<file path="config.mk">
export PLATFORM = sky130hd
export DESIGN_NAME = issue_queue
export DESIGN_NICKNAME = d
export VERILOG_FILES = /design/src/rtl/core_pkg.sv /design/src/rtl/issue_queue_entry.sv /design/src/rtl/issue_queue.sv
export SDC_FILE = /design/constraint.sdc
export NUM_CORES = 1
export LEC_CHECK = 0
export ABC_AREA = 1
export BUFFER_PORTS_ARGS = -buffer_cell sky130_fd_sc_hd__clkbuf_2
export CAP_MARGIN = 10
export CORE_MARGIN = 4
export CORE_UTILIZATION = 45
export CTS_BUF_LIST = sky130_fd_sc_hd__clkbuf_4 sky130_fd_sc_hd__clkbuf_8
export CTS_CLUSTER_DIAMETER = 50
export DETAILED_ROUTE_END_ITERATION = 6
export HOLD_SLACK_MARGIN = 0.15
export PLACE_DENSITY = 0.64
export SLEW_MARGIN = 10
export SYNTH_ARGS = -nofsm -noshare
export SYNTH_HDL_FRONTEND = slang
export SYNTH_SLANG_ARGS = --single-unit
export TNS_END_PERCENT = 30
</file>
<file path="constraint.sdc">
create_clock -name clk -period 6.41 [get_ports clk]
set_clock_uncertainty 0.1 [all_clocks]
set_input_delay 0.641 -clock clk [delete_from_list [all_inputs] [get_ports clk]]
set_output_delay 0.641 -clock clk [all_outputs]
set_load 0.005 [all_outputs]
</file>
<file path="src/rtl/core_pkg.sv">
// Shared types and widths for the rename-to-dispatch path.
// Holds the buffered instruction format and the source wakeup helper.
package core_pkg;
  localparam int XLEN       = 32;
  localparam int ROB_W      = 4;
  localparam int FID_W      = 8;
  localparam int IMM_W      = 26;
  localparam int ALU_CMD_W  = 5;
  localparam int MUL_CMD_W  = 1;
  localparam int MEM_CMD_W  = 5;
  localparam int BRU_CMD_W  = 7;
  localparam int BAGU_CMD_W = 2;

  typedef struct packed {
    logic [1:0]      pattern;
    logic            taken;
    logic            hit;
    logic [XLEN-1:0] target;
  } bp_info_t;

  typedef struct packed {
    logic             ready;
    logic [ROB_W-1:0] rob;
    logic [XLEN-1:0]  value;
  } src_t;

  typedef struct packed {
    logic [XLEN-1:0]       pc;
    logic [IMM_W-1:0]      imm;
    logic [FID_W-1:0]      fid;
    logic [ROB_W-1:0]      dst_rob;
    logic                  pipe_alu;
    logic                  pipe_mul;
    logic                  pipe_mem;
    logic                  pipe_bru;
    logic [ALU_CMD_W-1:0]  alu_cmd;
    logic [MUL_CMD_W-1:0]  mul_cmd;
    logic [MEM_CMD_W-1:0]  mem_cmd;
    logic [BRU_CMD_W-1:0]  bru_cmd;
    logic [BAGU_CMD_W-1:0] bagu_cmd;
    bp_info_t              bp;
    src_t                  src0;
    src_t                  src1;
  } iq_entry_t;

  function automatic src_t src_wakeup(input src_t s, input logic wb_valid,
                                      input logic [ROB_W-1:0] wb_rob,
                                      input logic [XLEN-1:0] wb_value);
    src_t r;
    r = s;
    if (!s.ready && wb_valid && (s.rob == wb_rob)) begin
      r.ready = 1'b1;
      r.value = wb_value;
    end
    return r;
  endfunction
endpackage

</file>
<file path="src/rtl/issue_queue_entry.sv">
// One issue-queue slot: valid bit, stored instruction, and per-source wakeup.
// Payload is left unreset; only the valid bit is cleared by reset or flush.
module issue_queue_entry
  import core_pkg::*;
(
  input  logic             clk,
  input  logic             resetn,
  input  logic             flush_i,
  input  logic             wr_en_i,
  input  iq_entry_t        wr_data_i,
  input  logic             clr_i,
  input  logic             wb_valid_i,
  input  logic [ROB_W-1:0] wb_rob_i,
  input  logic [XLEN-1:0]  wb_value_i,
  output logic             vld_o,
  output iq_entry_t        data_o
);
  logic      valid_q, valid_d;
  iq_entry_t data_q, data_d;

  always_comb begin
    valid_d = valid_q;
    if (!resetn || flush_i) valid_d = 1'b0;
    else if (wr_en_i)       valid_d = 1'b1;
    else if (clr_i)         valid_d = 1'b0;
  end

  // A writeback in the enqueue cycle is folded into the incoming sources.
  always_comb begin
    data_d = data_q;
    if (wr_en_i) begin
      data_d      = wr_data_i;
      data_d.src0 = src_wakeup(wr_data_i.src0, wb_valid_i, wb_rob_i, wb_value_i);
      data_d.src1 = src_wakeup(wr_data_i.src1, wb_valid_i, wb_rob_i, wb_value_i);
    end else if (valid_q) begin
      data_d.src0 = src_wakeup(data_q.src0, wb_valid_i, wb_rob_i, wb_value_i);
      data_d.src1 = src_wakeup(data_q.src1, wb_valid_i, wb_rob_i, wb_value_i);
    end
  end

  always_ff @(posedge clk) begin
    valid_q <= valid_d;
    data_q  <= data_d;
  end

  assign vld_o  = valid_q;
  assign data_o = data_q;
endmodule

</file>
<file path="src/rtl/issue_queue.sv">
// In-order issue buffer ahead of dispatch: circular queue of DEPTH entries,
// head issues once both sources are ready or forwardable from the last ALU issue.
module issue_queue
  import core_pkg::*;
#(
  parameter int DEPTH = 4
) (
  input  logic        clk,
  input  logic        resetn,
  input  logic        bco_valid,
  input  logic        i_valid,
  output logic        o_ready,
  input  logic [31:0] i_pc,
  input  logic [25:0] i_imm,
  input  logic [7:0]  i_fid,
  input  logic [3:0]  i_dst_rob,
  input  logic        i_pipe_alu,
  input  logic        i_pipe_mul,
  input  logic        i_pipe_mem,
  input  logic        i_pipe_bru,
  input  logic [4:0]  i_alu_cmd,
  input  logic        i_mul_cmd,
  input  logic [4:0]  i_mem_cmd,
  input  logic [6:0]  i_bru_cmd,
  input  logic [1:0]  i_bagu_cmd,
  input  logic [1:0]  i_bp_pattern,
  input  logic        i_bp_taken,
  input  logic        i_bp_hit,
  input  logic [31:0] i_bp_target,
  input  logic        i_src0_ready,
  input  logic [3:0]  i_src0_rob,
  input  logic [31:0] i_src0_value,
  input  logic        i_src1_ready,
  input  logic [3:0]  i_src1_rob,
  input  logic [31:0] i_src1_value,
  input  logic        i_wb_valid,
  input  logic [3:0]  i_wb_rob,
  input  logic [31:0] i_wb_value,
  input  logic        i_issue_en,
  output logic        o_valid,
  output logic [31:0] o_pc,
  output logic [25:0] o_imm,
  output logic [7:0]  o_fid,
  output logic [3:0]  o_dst_rob,
  output logic        o_pipe_alu,
  output logic        o_pipe_mul,
  output logic        o_pipe_mem,
  output logic        o_pipe_bru,
  output logic [4:0]  o_alu_cmd,
  output logic        o_mul_cmd,
  output logic [4:0]  o_mem_cmd,
  output logic [6:0]  o_bru_cmd,
  output logic [1:0]  o_bagu_cmd,
  output logic [1:0]  o_bp_pattern,
  output logic        o_bp_taken,
  output logic        o_bp_hit,
  output logic [31:0] o_bp_target,
  output logic [31:0] o_src0_value,
  output logic        o_src0_forward_alu,
  output logic [31:0] o_src1_value,
  output logic        o_src1_forward_alu
);
  localparam int IDX_W = $clog2(DEPTH);
  localparam int PTR_W = IDX_W + 1;

  logic [PTR_W-1:0] head_q, head_d, tail_q, tail_d;
  logic             last_alu_valid_q, last_alu_valid_d;
  logic [ROB_W-1:0] last_alu_rob_q, last_alu_rob_d;
  logic [IDX_W-1:0] head_idx, tail_idx;
  logic             full, enq;
  logic [DEPTH-1:0] ent_vld;
  iq_entry_t        ent_data [DEPTH];
  iq_entry_t        wr_data, head;
  logic             src0_fwd, src1_fwd, src0_ok, src1_ok;

  assign head_idx = head_q[IDX_W-1:0];
  assign tail_idx = tail_q[IDX_W-1:0];
  assign full     = (head_q[IDX_W] != tail_q[IDX_W]) && (head_idx == tail_idx);
  assign o_ready  = !full;
  assign enq      = resetn && i_valid && !full && !bco_valid;

  always_comb begin
    wr_data             = '0;
    wr_data.pc          = i_pc;
    wr_data.imm         = i_imm;
    wr_data.fid         = i_fid;
    wr_data.dst_rob     = i_dst_rob;
    wr_data.pipe_alu    = i_pipe_alu;
    wr_data.pipe_mul    = i_pipe_mul;
    wr_data.pipe_mem    = i_pipe_mem;
    wr_data.pipe_bru    = i_pipe_bru;
    wr_data.alu_cmd     = i_alu_cmd;
    wr_data.mul_cmd     = i_mul_cmd;
    wr_data.mem_cmd     = i_mem_cmd;
    wr_data.bru_cmd     = i_bru_cmd;
    wr_data.bagu_cmd    = i_bagu_cmd;
    wr_data.bp.pattern  = i_bp_pattern;
    wr_data.bp.taken    = i_bp_taken;
    wr_data.bp.hit      = i_bp_hit;
    wr_data.bp.target   = i_bp_target;
    wr_data.src0.ready  = i_src0_ready;
    wr_data.src0.rob    = i_src0_rob;
    wr_data.src0.value  = i_src0_value;
    wr_data.src1.ready  = i_src1_ready;
    wr_data.src1.rob    = i_src1_rob;
    wr_data.src1.value  = i_src1_value;
  end

  for (genvar g = 0; g < DEPTH; g++) begin : g_ent
    issue_queue_entry u_ent (
      .clk        (clk),
      .resetn     (resetn),
      .flush_i    (bco_valid),
      .wr_en_i    (enq && (tail_idx == IDX_W'(g))),
      .wr_data_i  (wr_data),
      .clr_i      (o_valid && (head_idx == IDX_W'(g))),
      .wb_valid_i (i_wb_valid),
      .wb_rob_i   (i_wb_rob),
      .wb_value_i (i_wb_value),
      .vld_o      (ent_vld[g]),
      .data_o     (ent_data[g])
    );
  end

  assign head = ent_data[head_idx];

  // Forwarding is only honoured for a source that writeback has not yet resolved.
  assign src0_fwd = !head.src0.ready && last_alu_valid_q && (head.src0.rob == last_alu_rob_q);
  assign src1_fwd = !head.src1.ready && last_alu_valid_q && (head.src1.rob == last_alu_rob_q);
  assign src0_ok  = head.src0.ready || src0_fwd;
  assign src1_ok  = head.src1.ready || src1_fwd;
  assign o_valid  = resetn && ent_vld[head_idx] && i_issue_en && !bco_valid && src0_ok && src1_ok;

  always_comb begin
    head_d           = head_q + PTR_W'(o_valid);
    tail_d           = tail_q + PTR_W'(enq);
    last_alu_valid_d = o_valid && head.pipe_alu;
    last_alu_rob_d   = head.dst_rob;
    if (!resetn || bco_valid) begin
      head_d           = '0;
      tail_d           = '0;
      last_alu_valid_d = 1'b0;
    end
  end

  always_ff @(posedge clk) begin
    head_q           <= head_d;
    tail_q           <= tail_d;
    last_alu_valid_q <= last_alu_valid_d;
    last_alu_rob_q   <= last_alu_rob_d;
  end

  assign o_pc               = head.pc;
  assign o_imm              = head.imm;
  assign o_fid              = head.fid;
  assign o_dst_rob          = head.dst_rob;
  assign o_pipe_alu         = head.pipe_alu;
  assign o_pipe_mul         = head.pipe_mul;
  assign o_pipe_mem         = head.pipe_mem;
  assign o_pipe_bru         = head.pipe_bru;
  assign o_alu_cmd          = head.alu_cmd;
  assign o_mul_cmd          = head.mul_cmd;
  assign o_mem_cmd          = head.mem_cmd;
  assign o_bru_cmd          = head.bru_cmd;
  assign o_bagu_cmd         = head.bagu_cmd;
  assign o_bp_pattern       = head.bp.pattern;
  assign o_bp_taken         = head.bp.taken;
  assign o_bp_hit           = head.bp.hit;
  assign o_bp_target        = head.bp.target;
  assign o_src0_value       = src0_fwd ? '0 : head.src0.value;
  assign o_src0_forward_alu = src0_fwd;
  assign o_src1_value       = src1_fwd ? '0 : head.src1.value;
  assign o_src1_forward_alu = src1_fwd;
endmodule

</file>
# After elaboration in Yosys (flattened, before gate mapping)
# Index checks and enable logic that the tools add are counted.
# word_totals
register_bits,831
latchBits,0
ramBits,0
romBits,0
inputBits,246
out_inout_bits,198
wordCells,254
memories,0
# op_classes
n_addsub,2
n_mul,0
n_div,0
n_lt_le_gt_ge,2
eq_ne,20
shift,0
n_mux,43
bitwise_logic,1
n_reduce_logical,86
# ops
cell,count
2-to-1 mux 74 bit,8
binary-select mux 204 bit (select 2 bit),1
2-to-1 mux 204 bit,2
2-to-1 mux 32 bit,12
== test 4 bit,12
logical AND 1 bit,42
nonzero test 2 bit,16
2-to-1 mux 1 bit,19
AND reduction 2 bit,8
zero test 1 bit,15
"== test 2 bit, second input constant",4
adder 3 x 1 -> 3 bit,2
"== test 2 x 1 -> 1 bit, second input constant",2
zero test 2 bit,2
">= comparator 3 bit, second input constant",1
logical OR 1 bit,3
"< comparator 2 x 3 -> 1 bit, second input constant",1
inverter 2 -> 3 bit,1
binary-select mux 1 bit (select 2 bit),1
== test 2 bit,1
inequality test 1 bit,1

# Logic depth before layout (Yosys ltp)
# logic_depth
word_depth,13
ltp_mapped,18
depth_no_buf,16

# Cells and area by module
# A second synthesis with hierarchy kept.
# hier_totals
cells_unflattened,3026
hier_area_um2,35409.0
# by_module_without_submodules
mod,n_inst,cells_each,area_per_inst_um2
issue_queue_entry,4,508,7492.2
issue_queue,1,994,5440.2

# Least setup slack after synthesis
# No wires, ideal clock.
# synth_path
path_type,in2reg
from,input i_wb_rob[1]
to,"register g_ent[0].u_ent.data_q, in the netlist g_ent[0].u_ent.data_o[0] (enable)"
arrival_time_ps,4569
required_ps,5795
slack_ps,1226
path_stages,4
path_buffers,1
path_cell_list,inv_2 -> buf_1 -> o2111ai_1 -> o41ai_1
# synth_between
elab_chain_len,4
# synth_lines
item,line,text
start: declaration,issue_queue.sv:37,"input logic [3:0] i_wb_rob,"
== test 4 bit,core_pkg.sv:51,if (!s.ready && wb_valid && (s.rob == wb_rob)) begin
logical AND 1 bit,core_pkg.sv:51,
nonzero test 2 bit (no line),-,
AND reduction 2 bit (no line),-,
end signal: assignment,issue_queue_entry.sv:43,data_q <= data_d;
end: declaration,issue_queue_entry.sv:19,"iq_entry_t data_q, data_d;"
# Every way passes these cells.
# A chain may end at the register's enable or synchronous reset.

# Worst setup path after layout
# layout_path
from,register head_q[0]
to,output o_valid
# layout_between
elab_chain_len,10
elab_cells_between_ends,21
cone_classes,eq/ne (2); mux (5); bitwise (1); reduce/logical (13)
# layout_lines
item,line,text
start: declaration,issue_queue.sv:66,"logic [PTR_W-1:0] head_q, head_d, tail_q, tail_d;"
start signal: assignment,issue_queue.sv:147,head_q <= head_d;
"parallel branches: the longest is 9 deep, another holds binary-select mux 204 bit (select 2 bit)",-,
logical AND 1 bit *,issue_queue.sv:132,assign o_valid = resetn && ent_vld[head_idx] && i_issue_en && !bco_valid && src0_ok && src1_ok;
end: declaration,issue_queue.sv:40,"output logic o_valid,"
# Mark *: on every way between the ends. The select of a mux whose other input is x is not followed.

==> impl_results.md <==
* Congestion Overflow GR at 0
* Utilization after layout at 0.5592
* Clock Tree Root: clkbuf_8
* Starting Density at 0.4563
* Fin nets at between 3000 and 4000
* Sequential area share after synthesis at 0.7253
* Routability congestion estimate at roughly 0.87
* Netlist cell types at between 40 and 50
* Kind of critical path: reg -> out
* Sw Pwr at between 2000 and 2500 µW
* PwrDens at 264.4 nW/µm²
* Switching Share at 0.2185
* YS warnings at 0
* FMAX at roughly 200 MHz
* Via density at 5.571
* Power Total at ~11000 µW
* Clock insertion delay at the later pin of the skew report at around 750 ps
* Slowest CP cell: dfxtp_1
* Finished Layout Cells at 4511
* Hold Vio Cnt, Final at 0
* Setup TNS at 0 ps
* Wire per inst at between 20 and 25 µm
* Total iterations of the first detailed-routing run at 6
* Status: completed
* Proportion of layout cells with a drive suffix above 1 at 0.2085
* Most common library cells after synthesis: nand2_1, edfxtp_1, a22oi_1
* Crit path buf inv count at 3
* Syn Nets at between 3000 and 4000
* Initial DRC count at 2493
* Top FF cell, synth: edfxtp_1
* Post-cts sizing count at 0
* Min-Delay Path Class: in -> reg
* DR vias at 25130
* Post-route ant nets at 0
* Detailed Route WL at roughly 99000 µm
* P_leak at between 0.015 and 0.02 µW
* Bufs on Longest Clock Path at 3
* Largest area contributor in the netlist: edfxtp_1
* Final worst path period need at a little over 5000 ps
* Worst vdd ir at roughly 0.16 mV
* Synth top area share at 0.7165
* Chip height at roughly 280 µm
* Critical Path RT at about 5700 ps
* Comb pwr share at 0.051
* I/O pins at roughly 440
* Syn Area/Cell at approximately 12 µm²
* Die X at 283.7 µm
* Post-synth EDFFs at 816
* Reg power frac at 0.544
* Clock power share at 0.405
* Crit path capture type: primary output
* Internal power at 8659 µW
* Mapped Cells at about 2800
* Crit path largest cell delay at 1000 ps
* Crit-path max FO at 34
* Synth top area cells: edfxtp_1, nand2_1, a22oi_1, o21ai_0, nand3_1
* Critical path cell sequence: inv_2, nand2_1, nand2_1, nand2_1, nand2_1, nor2_1, nand2_1, nor2_2, nand3_2, nand2_1, nand3_2, inv_1, clkbuf_2
* Vias in the first global route at 25530
* Cell Area, Synth at 34200 µm²
* Placed cells at 4048
* Critical Path Most Common Cell: nand2_1
* CTS H-tree lvls at 4
* Global-route wire length before repair at 149800 µm
* Full die area at 80470 µm²
* Gr usage total at 0.2412
* Worst slew pin tran at ~1300 ps
* Number of setup violations in the final report at 0
* TritonCTS buffer count at about 140
* Yosys reg bits at roughly 830
* Max-Cap Viols at 0
* Row count at 100
* Critical path launch point type: register
* Core box area at roughly 75000 µm²
* Post-place setup slack at 2098 ps
* Number of remaining DRC errors at 0
* Crit share post-route at 0.7972
* Final HPWL DP at about 54000 µm
* CP arrival at 4370 ps
* Clock-pin slew on the worst setup and hold paths at about 60 ps
* Share of flip-flops with an asynchronous set or reset at 0
* CTS Sinks at slightly above 800
* Largest net degree at the start of global routing at between 150 and 200
* Port buffer count at around 440
* Slew Limit Fails at 0
* TritonCTS clock tree: built
* Slew headroom at 0.1038
* Cell family with most CP delay: simple AND/OR/NAND/NOR gates
* Most frequent cell after synthesis: nand2_1
* Final worst slack at roughly 1300 ps
* Synth-to-layout area growth at 22.54%
* RSZ-0062 raised after global routing: no
* Initial antenna violation count at 9
[state kept, by name (all words and copies together) (netlist names)]
name,count
last_alu_valid_q,1
last_alu_rob_q,4
g_ent.u_ent.data_o,816
head_q,3
tail_q,3
g_ent.u_ent.vld_o,4
[cell type report]
type                    count  area (µm²)
fillers                  6210       33040
flip-flops and latches    831       24800
multi-input cells        1665        8192
repair buffers            678        4579
clock buffers             183        2268
well taps                 969        1212
inverters                 114       454.2
clock inverters            63       377.9
diodes                      8       20.02
[through the flow]
step                      area, µm²  hold slack [ps]
after floorplan               34200            368.7
after global placement        37150            363.4
after detailed placement      37150            377.2
after CTS                     41890            152.6
after global routing          41900            193.8
final                         41910            237.5
[worst paths after layout]
kind	startpoint	end	slack, ps	cells after the start
max	head_q[0]$_SDFF_PP0_	o_valid	1300	13
min	i_src0_value[30]	g_ent[0].u_ent.data_o[67]$_DFFE_PP_	240	3
max reg2reg	head_q[0]$_SDFF_PP0_	g_ent[0].u_ent.data_o[22]$_DFFE_PP_	1960	10
min reg2reg	g_ent[3].u_ent.data_o[137]$_DFFE_PN_	last_alu_rob_q[3]$_DFF_P_	390	2
[routing by layer]
metal  vias up  part of all wire  track usage
li1      11370                 -            -
met1     12170              0.38       0.3049
met2      1338              0.49       0.4006
met3       241             0.095      0.05807
met4         6             0.035       0.1007
met5         -           0.00034            0
[logic make-up (layout without fill, tap and decap cells)]
| kind of cell | Yosys count | after routing | share of synthesized area |
|---|---|---|---|
| and+or+nand+nor | 1109 | 1109 | 0.1279 |
| DFF | 831 | 831 | 0.7253 |
| AOI/OAI and AO/OA | 535 | 535 | 0.1037 |
| buffers and inverters | 271 | 1038 | 0.03728 |
| xor gates and xnor gates | 17 | 17 | 0.004353 |
| adders and majority gates | 4 | 4 | 0.001463 |
| other | 0 | 8 | 0 |
[placed cells by master (no fill, tap or decap), types with 40 or more instances in the layout]
| cell | netlist | final |
|---|---|---|
| edfxtp_1 | 816 | 816 |
| o21ai_1 | 60 | 60 |
| nand2_1 | 918 | 918 |
| clkbuf_2 | 0 | 443 |
| a22oi_1 | 260 | 260 |
| dlygate4sd3_1 | 0 | 209 |
| nand3_1 | 109 | 109 |
| inv_1 | 101 | 101 |
| o21ai_0 | 122 | 118 |
| clkbuf_8 | 0 | 143 |
| nor2_1 | 65 | 65 |
| clkbuf_4 | 0 | 40 |
[repair_timing]
item	4_1_cts	5_1_grt
hold buffers	209	0
setup buffers	0	0
endpoints found under the hold margin	809	0
[power by group through the flow]
stage          combinational (µW)  clock (µW)  sequential [µW]
6_report                      562        4490             6030
5_1_grt                       617        4850             6030
4_1_cts                       558        4600             6030
3_5_place_dp                  444           0             6140
3_3_place_gp                  428           0             6140
2_1_floorplan                 215           0             6140
[tightest hold or removal path: stages]
cell and delay [ps]:
clkbuf_2 80, o21ai_1 110, o21ai_0 150
No activity file was read; power rests on OpenSTA's default activity.
